===== config.mk =====
export PLATFORM = sky130hd
export DESIGN_NAME = axi_lite_ctrl_master
export DESIGN_NICKNAME = d
export VERILOG_FILES = /design/src/rtl/axi_lite_ctrl_master.sv
export SDC_FILE = /design/constraint.sdc
export NUM_CORES = 1
export LEC_CHECK = 0
export CORE_ASPECT_RATIO = 0.7
export CORE_MARGIN = 3
export CORE_UTILIZATION = 40
export DETAILED_ROUTE_END_ITERATION = 12
export PLACE_DENSITY_LB_ADDON = 0.15
export SLEW_MARGIN = 20
export SYNTH_ARGS = -nofsm -noshare
export SYNTH_HDL_FRONTEND = slang
export SYNTH_SLANG_ARGS = --single-unit

===== constraint.sdc =====
create_clock -name clk_control -period 2.05 [get_ports clk_control]
set_input_delay 0.41 -clock clk_control [delete_from_list [all_inputs] [get_ports clk_control]]
set_output_delay 0.41 -clock clk_control [all_outputs]
set_load 0.02 [all_outputs]

===== src/rtl/axi_lite_ctrl_master.sv =====
// Single-outstanding AXI4-Lite initiator for a tile control port.
// Turns one cmd into one AXI-Lite write/read; keeps saturating debug counters.
module axi_lite_ctrl_master #(
    parameter int AXI_ADDR = 8,
    parameter int BW_AXI   = 32,
    parameter int BWB_AXI  = BW_AXI / 8,
    parameter int CNT_W    = 16
) (
    input  logic                clk_control,
    input  logic                clk_control_rst_low,
    input  logic                cmd_valid,
    output logic                cmd_ready,
    input  logic                cmd_write,
    input  logic [AXI_ADDR-1:0] cmd_addr,
    input  logic [BW_AXI-1:0]   cmd_wdata,
    input  logic [BWB_AXI-1:0]  cmd_wstrb,
    output logic                rsp_valid,
    input  logic                rsp_ready,
    output logic                rsp_write,
    output logic [BW_AXI-1:0]   rsp_rdata,
    output logic [1:0]          rsp_resp,
    output logic [AXI_ADDR-1:0] m_AXI_AWADDR,
    output logic                m_AXI_AWVALID,
    input  logic                m_AXI_AWREADY,
    output logic [BW_AXI-1:0]   m_AXI_WDATA,
    output logic [BWB_AXI-1:0]  m_AXI_WSTRB,
    output logic                m_AXI_WVALID,
    input  logic                m_AXI_WREADY,
    input  logic [1:0]          m_AXI_BRESP,
    input  logic                m_AXI_BVALID,
    output logic                m_AXI_BREADY,
    output logic [AXI_ADDR-1:0] m_AXI_ARADDR,
    output logic                m_AXI_ARVALID,
    input  logic                m_AXI_ARREADY,
    input  logic [BW_AXI-1:0]   m_AXI_RDATA,
    input  logic [1:0]          m_AXI_RRESP,
    input  logic                m_AXI_RVALID,
    output logic                m_AXI_RREADY,
    output logic [CNT_W-1:0]    wr_count,
    output logic [CNT_W-1:0]    rd_count,
    output logic [CNT_W-1:0]    err_count
);

    typedef enum logic [2:0] {
        IDLE,
        WR_REQ,
        WR_RESP,
        RD_REQ,
        RD_RESP,
        RSP
    } state_t;

    localparam logic [CNT_W-1:0] CNT_MAX = '1;
    localparam logic [CNT_W-1:0] CNT_ONE = {{(CNT_W-1){1'b0}}, 1'b1};

    state_t r_state;
    state_t w_next;

    logic                r_awvalid;
    logic                r_wvalid;
    logic                r_arvalid;
    logic                r_write;
    logic [AXI_ADDR-1:0] r_addr;
    logic [BW_AXI-1:0]   r_wdata;
    logic [BWB_AXI-1:0]  r_wstrb;
    logic [BW_AXI-1:0]   r_rdata;
    logic [1:0]          r_resp;
    logic [CNT_W-1:0]    r_wr_cnt;
    logic [CNT_W-1:0]    r_rd_cnt;
    logic [CNT_W-1:0]    r_err_cnt;

    logic w_cmd_hs;
    logic w_aw_hs;
    logic w_w_hs;
    logic w_ar_hs;
    logic w_b_hs;
    logic w_r_hs;
    logic w_aw_done;
    logic w_w_done;
    logic w_err;

    assign w_cmd_hs  = cmd_valid && (r_state == IDLE);
    assign w_aw_hs   = r_awvalid && m_AXI_AWREADY;
    assign w_w_hs    = r_wvalid && m_AXI_WREADY;
    assign w_ar_hs   = r_arvalid && m_AXI_ARREADY;
    assign w_b_hs    = (r_state == WR_RESP) && m_AXI_BVALID;
    assign w_r_hs    = (r_state == RD_RESP) && m_AXI_RVALID;
    // A channel counts as done once its VALID has dropped or handshakes now
    assign w_aw_done = !r_awvalid || m_AXI_AWREADY;
    assign w_w_done  = !r_wvalid || m_AXI_WREADY;
    assign w_err     = (w_b_hs && (m_AXI_BRESP != 2'b00)) ||
                       (w_r_hs && (m_AXI_RRESP != 2'b00));

    always_ff @(posedge clk_control or negedge clk_control_rst_low) begin
        if (!clk_control_rst_low) begin
            r_state <= IDLE;
        end else begin
            r_state <= w_next;
        end
    end

    always_comb begin
        w_next = r_state;
        unique case (r_state)
            IDLE:    if (cmd_valid) w_next = cmd_write ? WR_REQ : RD_REQ;
            WR_REQ:  if (w_aw_done && w_w_done) w_next = WR_RESP;
            WR_RESP: if (m_AXI_BVALID) w_next = RSP;
            RD_REQ:  if (m_AXI_ARREADY) w_next = RD_RESP;
            RD_RESP: if (m_AXI_RVALID) w_next = RSP;
            RSP:     if (rsp_ready) w_next = IDLE;
            default: w_next = IDLE;
        endcase
    end

    always_ff @(posedge clk_control or negedge clk_control_rst_low) begin
        if (!clk_control_rst_low) begin
            r_awvalid <= 1'b0;
            r_wvalid  <= 1'b0;
            r_arvalid <= 1'b0;
            r_write   <= 1'b0;
            r_addr    <= '0;
            r_wdata   <= '0;
            r_wstrb   <= '0;
            r_rdata   <= '0;
            r_resp    <= 2'b00;
        end else begin
            if (w_cmd_hs) begin
                r_write   <= cmd_write;
                r_addr    <= cmd_addr;
                r_wdata   <= cmd_wdata;
                r_wstrb   <= cmd_wstrb;
                r_awvalid <= cmd_write;
                r_wvalid  <= cmd_write;
                r_arvalid <= !cmd_write;
            end
            if (w_aw_hs) r_awvalid <= 1'b0;
            if (w_w_hs) r_wvalid <= 1'b0;
            if (w_ar_hs) r_arvalid <= 1'b0;
            if (w_b_hs) begin
                r_resp  <= m_AXI_BRESP;
                r_rdata <= '0;
            end
            if (w_r_hs) begin
                r_resp  <= m_AXI_RRESP;
                r_rdata <= m_AXI_RDATA;
            end
        end
    end

    always_ff @(posedge clk_control or negedge clk_control_rst_low) begin
        if (!clk_control_rst_low) begin
            r_wr_cnt  <= '0;
            r_rd_cnt  <= '0;
            r_err_cnt <= '0;
        end else begin
            if (w_b_hs && (r_wr_cnt != CNT_MAX)) r_wr_cnt <= r_wr_cnt + CNT_ONE;
            if (w_r_hs && (r_rd_cnt != CNT_MAX)) r_rd_cnt <= r_rd_cnt + CNT_ONE;
            if (w_err && (r_err_cnt != CNT_MAX)) r_err_cnt <= r_err_cnt + CNT_ONE;
        end
    end

    assign cmd_ready     = (r_state == IDLE);
    assign rsp_valid     = (r_state == RSP);
    assign rsp_write     = r_write;
    assign rsp_rdata     = r_rdata;
    assign rsp_resp      = r_resp;
    assign m_AXI_AWADDR  = r_addr;
    assign m_AXI_AWVALID = r_awvalid;
    assign m_AXI_WDATA   = r_wdata;
    assign m_AXI_WSTRB   = r_wstrb;
    assign m_AXI_WVALID  = r_wvalid;
    assign m_AXI_BREADY  = (r_state == WR_RESP);
    assign m_AXI_ARADDR  = r_addr;
    assign m_AXI_ARVALID = r_arvalid;
    assign m_AXI_RREADY  = (r_state == RD_RESP);
    assign wr_count      = r_wr_cnt;
    assign rd_count      = r_rd_cnt;
    assign err_count     = r_err_cnt;

endmodule


==> impl_metrics.ini <==
[run_status]
outcome = completed

[sta]
period_needed_ps = 1970
post-route-worst-setup-slack_ps = 81.2
setup_viol = 0
rsz0062_at_grt = no
timing.slew.headroom_pct = 67.1
timing_hold_violations_final = 0
finClkSkew_ps = 11.8
slew_violations = 0
final_min_period_over_clock_period_pct = 96.0
tightestPinTransition_ps = 490
fmax_ghz = 0.508
timing.setup.tns_ps = 0

[clock_network]
cts_max_path_buffers = 2
cts.repair_timing.setup_buffer_count = 0
worst_setup_hold_path_clk_slew_ps = 60
clock-root-buffer = sky130_fd_sc_hd__clkbuf_16
tritoncts = built
tritoncts.num_buffers = 17
num_clock_sinks = 133
clock_insertion_delay_worst_skew_ps = 410
clock_tree.htree_level_count = 4

[critical_path]
worst_r2r_path_depth = 6
crit_path_end_kind = primary output
crit_path_kind = reg2out
timing.rr.end = wr_count[0]
timing.critical_path.required_ps = 1640
worst-endpoint-arrival_ps = 1560
crit_path_max_fanout = 6
crit_reg_reg_startpoint = wr_count[0]
critical_path.startpoint_type = flip-flop
timing.reg2reg.setup_slack_ps = 210

[synth]
yosys_warnings = 0
netlist-cell-type-count = 58
synth_enable_flop_cells = 0
syn_inst = 453
syn_nets = 546
syn-mean-instance-area_um2 = 12.9
ys_ff_latch = 133
syn_area_um2 = 5830
synth_ff_type = sky130_fd_sc_hd__dfrtp_1
yosysSeqAreaShare_pct = 57.1
asyncSetResetFlopFracSynth_pct = 100

[global_routing]
grt_overall_usage_pct = 20.1
antenna_violations_before_repair = 0
residual_overflow_from_global_routing = 0
maximum_number_of_pins_on_one_net_before_global_route_repair = 51
grt_first_pass_wirelength_mm = 25.3
vias_in_the_first_global_route = 4834

[floorplan]
core-area_um2 = 14100
die_height_um = 107
placement_rows = 36
fp.dieArea_um2 = 16100
floorplan.initialDensity_pct = 41.3
num_io_pins = 232
die_w_um = 150

[route]
detailroute.via_count = 4622
detail_route.drc_violations = 0
first_pass_iters = 4
antenna_left = 0
totalWireLength_mm = 15.6
drt-initial-drc-count = 166
wl_per_cell_um = 17.2
vias_per_cell = 5.08

[worst_hold_path]
path_category_of_the_worst_min_delay_check = reg2reg
timing.hold.worst_endpoint = rsp_resp[0]
holdCritStartpoint = rsp_resp[0]
holdPathStages = 2

[pwr]
power.density_nw_per_um2 = 1420
vdd_ir_drop_max_mv = 0.845
totalPowerFinal_mw = 12.8
p_leak_nw = 3.91

[cells_and_area]
drive_gt1_share_pct = 17.8
antenna-diode-count = 0
multi_input_area_um2 = 2320
n_fill_cell = 1097
layout_area_growth_over_synthesis_pct = 55.0
ff_latch_area_um2 = 3330
leading_cell_type_in_the_layout_fill_and_taps_excluded = sky130_fd_sc_hd__clkdlybuf4s50_1
layout.nets = 800
most-common-layout-cells = 226 x sky130_fd_sc_hd__clkdlybuf4s50_1, 133 x sky130_fd_sc_hd__dfrtp_1, 51 x sky130_fd_sc_hd__mux2_2, 32 x sky130_fd_sc_hd__a22o_1, 24 x sky130_fd_sc_hd__nand2_1

[place]
pre_cts_ws_ps = 9.89
io_buffers = 231
gp_congestion = 0.834
place.detailed.hpwl_mm = 11.6

[run]
timing.max_cap.violations = 0
## Yosys cell counts (3+ instances only)
library cell | instances | area share, %
sky130_fd_sc_hd__dfrtp_1 | 133 | 57
sky130_fd_sc_hd__mux2_2 | 51 | 9.9
sky130_fd_sc_hd__a22o_1 | 32 | 4.8
sky130_fd_sc_hd__nand2_1 | 24 | 1.5
sky130_fd_sc_hd__xnor2_1 | 20 | 3.0
sky130_fd_sc_hd__nand4_1 | 19 | 2.0
sky130_fd_sc_hd__xor2_1 | 16 | 2.4
sky130_fd_sc_hd__nor2_1 | 15 | 0.97
sky130_fd_sc_hd__nand3_1 | 12 | 1.0
sky130_fd_sc_hd__buf_4 | 10 | 1.3
sky130_fd_sc_hd__inv_1 | 10 | 0.64
sky130_fd_sc_hd__a21oi_1 | 9 | 0.77
sky130_fd_sc_hd__buf_2 | 8 | 0.69
sky130_fd_sc_hd__nor3_1 | 8 | 0.69
sky130_fd_sc_hd__nor4_1 | 8 | 0.86
sky130_fd_sc_hd__and2_1 | 7 | 0.75
sky130_fd_sc_hd__and3_1 | 7 | 0.75
sky130_fd_sc_hd__a211oi_1 | 4 | 0.52
sky130_fd_sc_hd__a22oi_1 | 3 | 0.39
sky130_fd_sc_hd__clkbuf_1 | 3 | 0.19
sky130_fd_sc_hd__ha_1 | 3 | 0.64
sky130_fd_sc_hd__nand2b_1 | 3 | 0.32
sky130_fd_sc_hd__nand4b_1 | 3 | 0.45
sky130_fd_sc_hd__nor4_4 | 3 | 1.1
sky130_fd_sc_hd__o21ai_0 | 3 | 0.26
sky130_fd_sc_hd__o22ai_1 | 3 | 0.32
## worst max-delay path, stage by stage, from the launching register on
cell                            delay, ps
sky130_fd_sc_hd__dfrtp_1              410
sky130_fd_sc_hd__buf_4                180
sky130_fd_sc_hd__nor3_1               200
sky130_fd_sc_hd__dlygate4sd2_1        370
## area by class of cell
cell class	instances	share of cell area, %
inverter	10	0.415
sequential	133	36.8
multi-input combinational	286	25.7
timing repair buffer	259	28.6
clock buffer	18	4.75
tap	190	2.63
clock inverter	14	1.15
## timing repair
action,in CTS,in global routing
cloned,0,0
setup endpoints to repair,4,1
resized for setup,5,1
hold buffers,1,0
endpoints found under the hold margin,43,0
## worst max path at each step
stage	startpoint	end	slack, ps	cells past startpoint
floorplan	rd_count[0]	rd_count[1]	200	5
global route	r_state[1]	cmd_ready	2	3
CTS	r_state[1]	m_AXI_RREADY	20	3
detailed placement	m_AXI_RVALID	err_count[3]	10	5
finish	r_state[1]	cmd_ready	80	3
global placement	m_AXI_RVALID	err_count[3]	40	5
## where the power goes
group	internal, mW	switching [mW]	total (mW)
Sequential	3.59	0.677	4.27
Combinational	3.01	2.75	5.76
Clock	1.55	1.21	2.77
Total	8.16	4.64	12.8
## cells by family (layout without fill, tap and decap cells)
kind of cell | count (synthesis) | in the layout | share of synthesized area [%]
xor gates and xnor gates | 36 | 36 | 5.41
buffers and inverters | 34 | 301 | 3.26
DFF | 133 | 133 | 57.1
AOI/OAI and AO/OA | 64 | 64 | 8.48
adders and majority gates | 3 | 3 | 0.644
and+or+nand+nor | 129 | 129 | 14.5
muxes | 54 | 54 | 10.6
## routing by layer
layer | routed length (um) | track usage (%) | part of all wire [%] | vias to the layer above
met3 | 1100 | 7.52 | 7.0 | 9
li1 | - | - | - | 2183
met2 | 7660 | 32.5 | 49 | 141
met5 | 0 | 0 | 0 | -
met1 | 6710 | 25.2 | 43 | 2289
met4 | 141 | 5.87 | 0.90 | 0
## state kept, by name (all words and copies together), names as in the netlist, 2 cells and up
signal	cells
err_count	16
rsp_rdata	32
m_AXI_WDATA	32
m_AXI_WSTRB	4
r_state	3
rd_count	16
rsp_resp	2
wr_count	16
m_AXI_ARADDR	8
## through the flow
step           util, %  instance area, um^2  instances  hold WS [ps]
5_1_grt           64.1                 9040        910           511
2_1_floorplan        -                 5830        453           114
3_5_place_dp      60.3                 8500        877           372
4_1_cts           64.1                 9040        910           492
3_3_place_gp      60.3                 8500        877           366
6_report          64.1                 9040        910           494
Power figures use the tool's default switching activity.
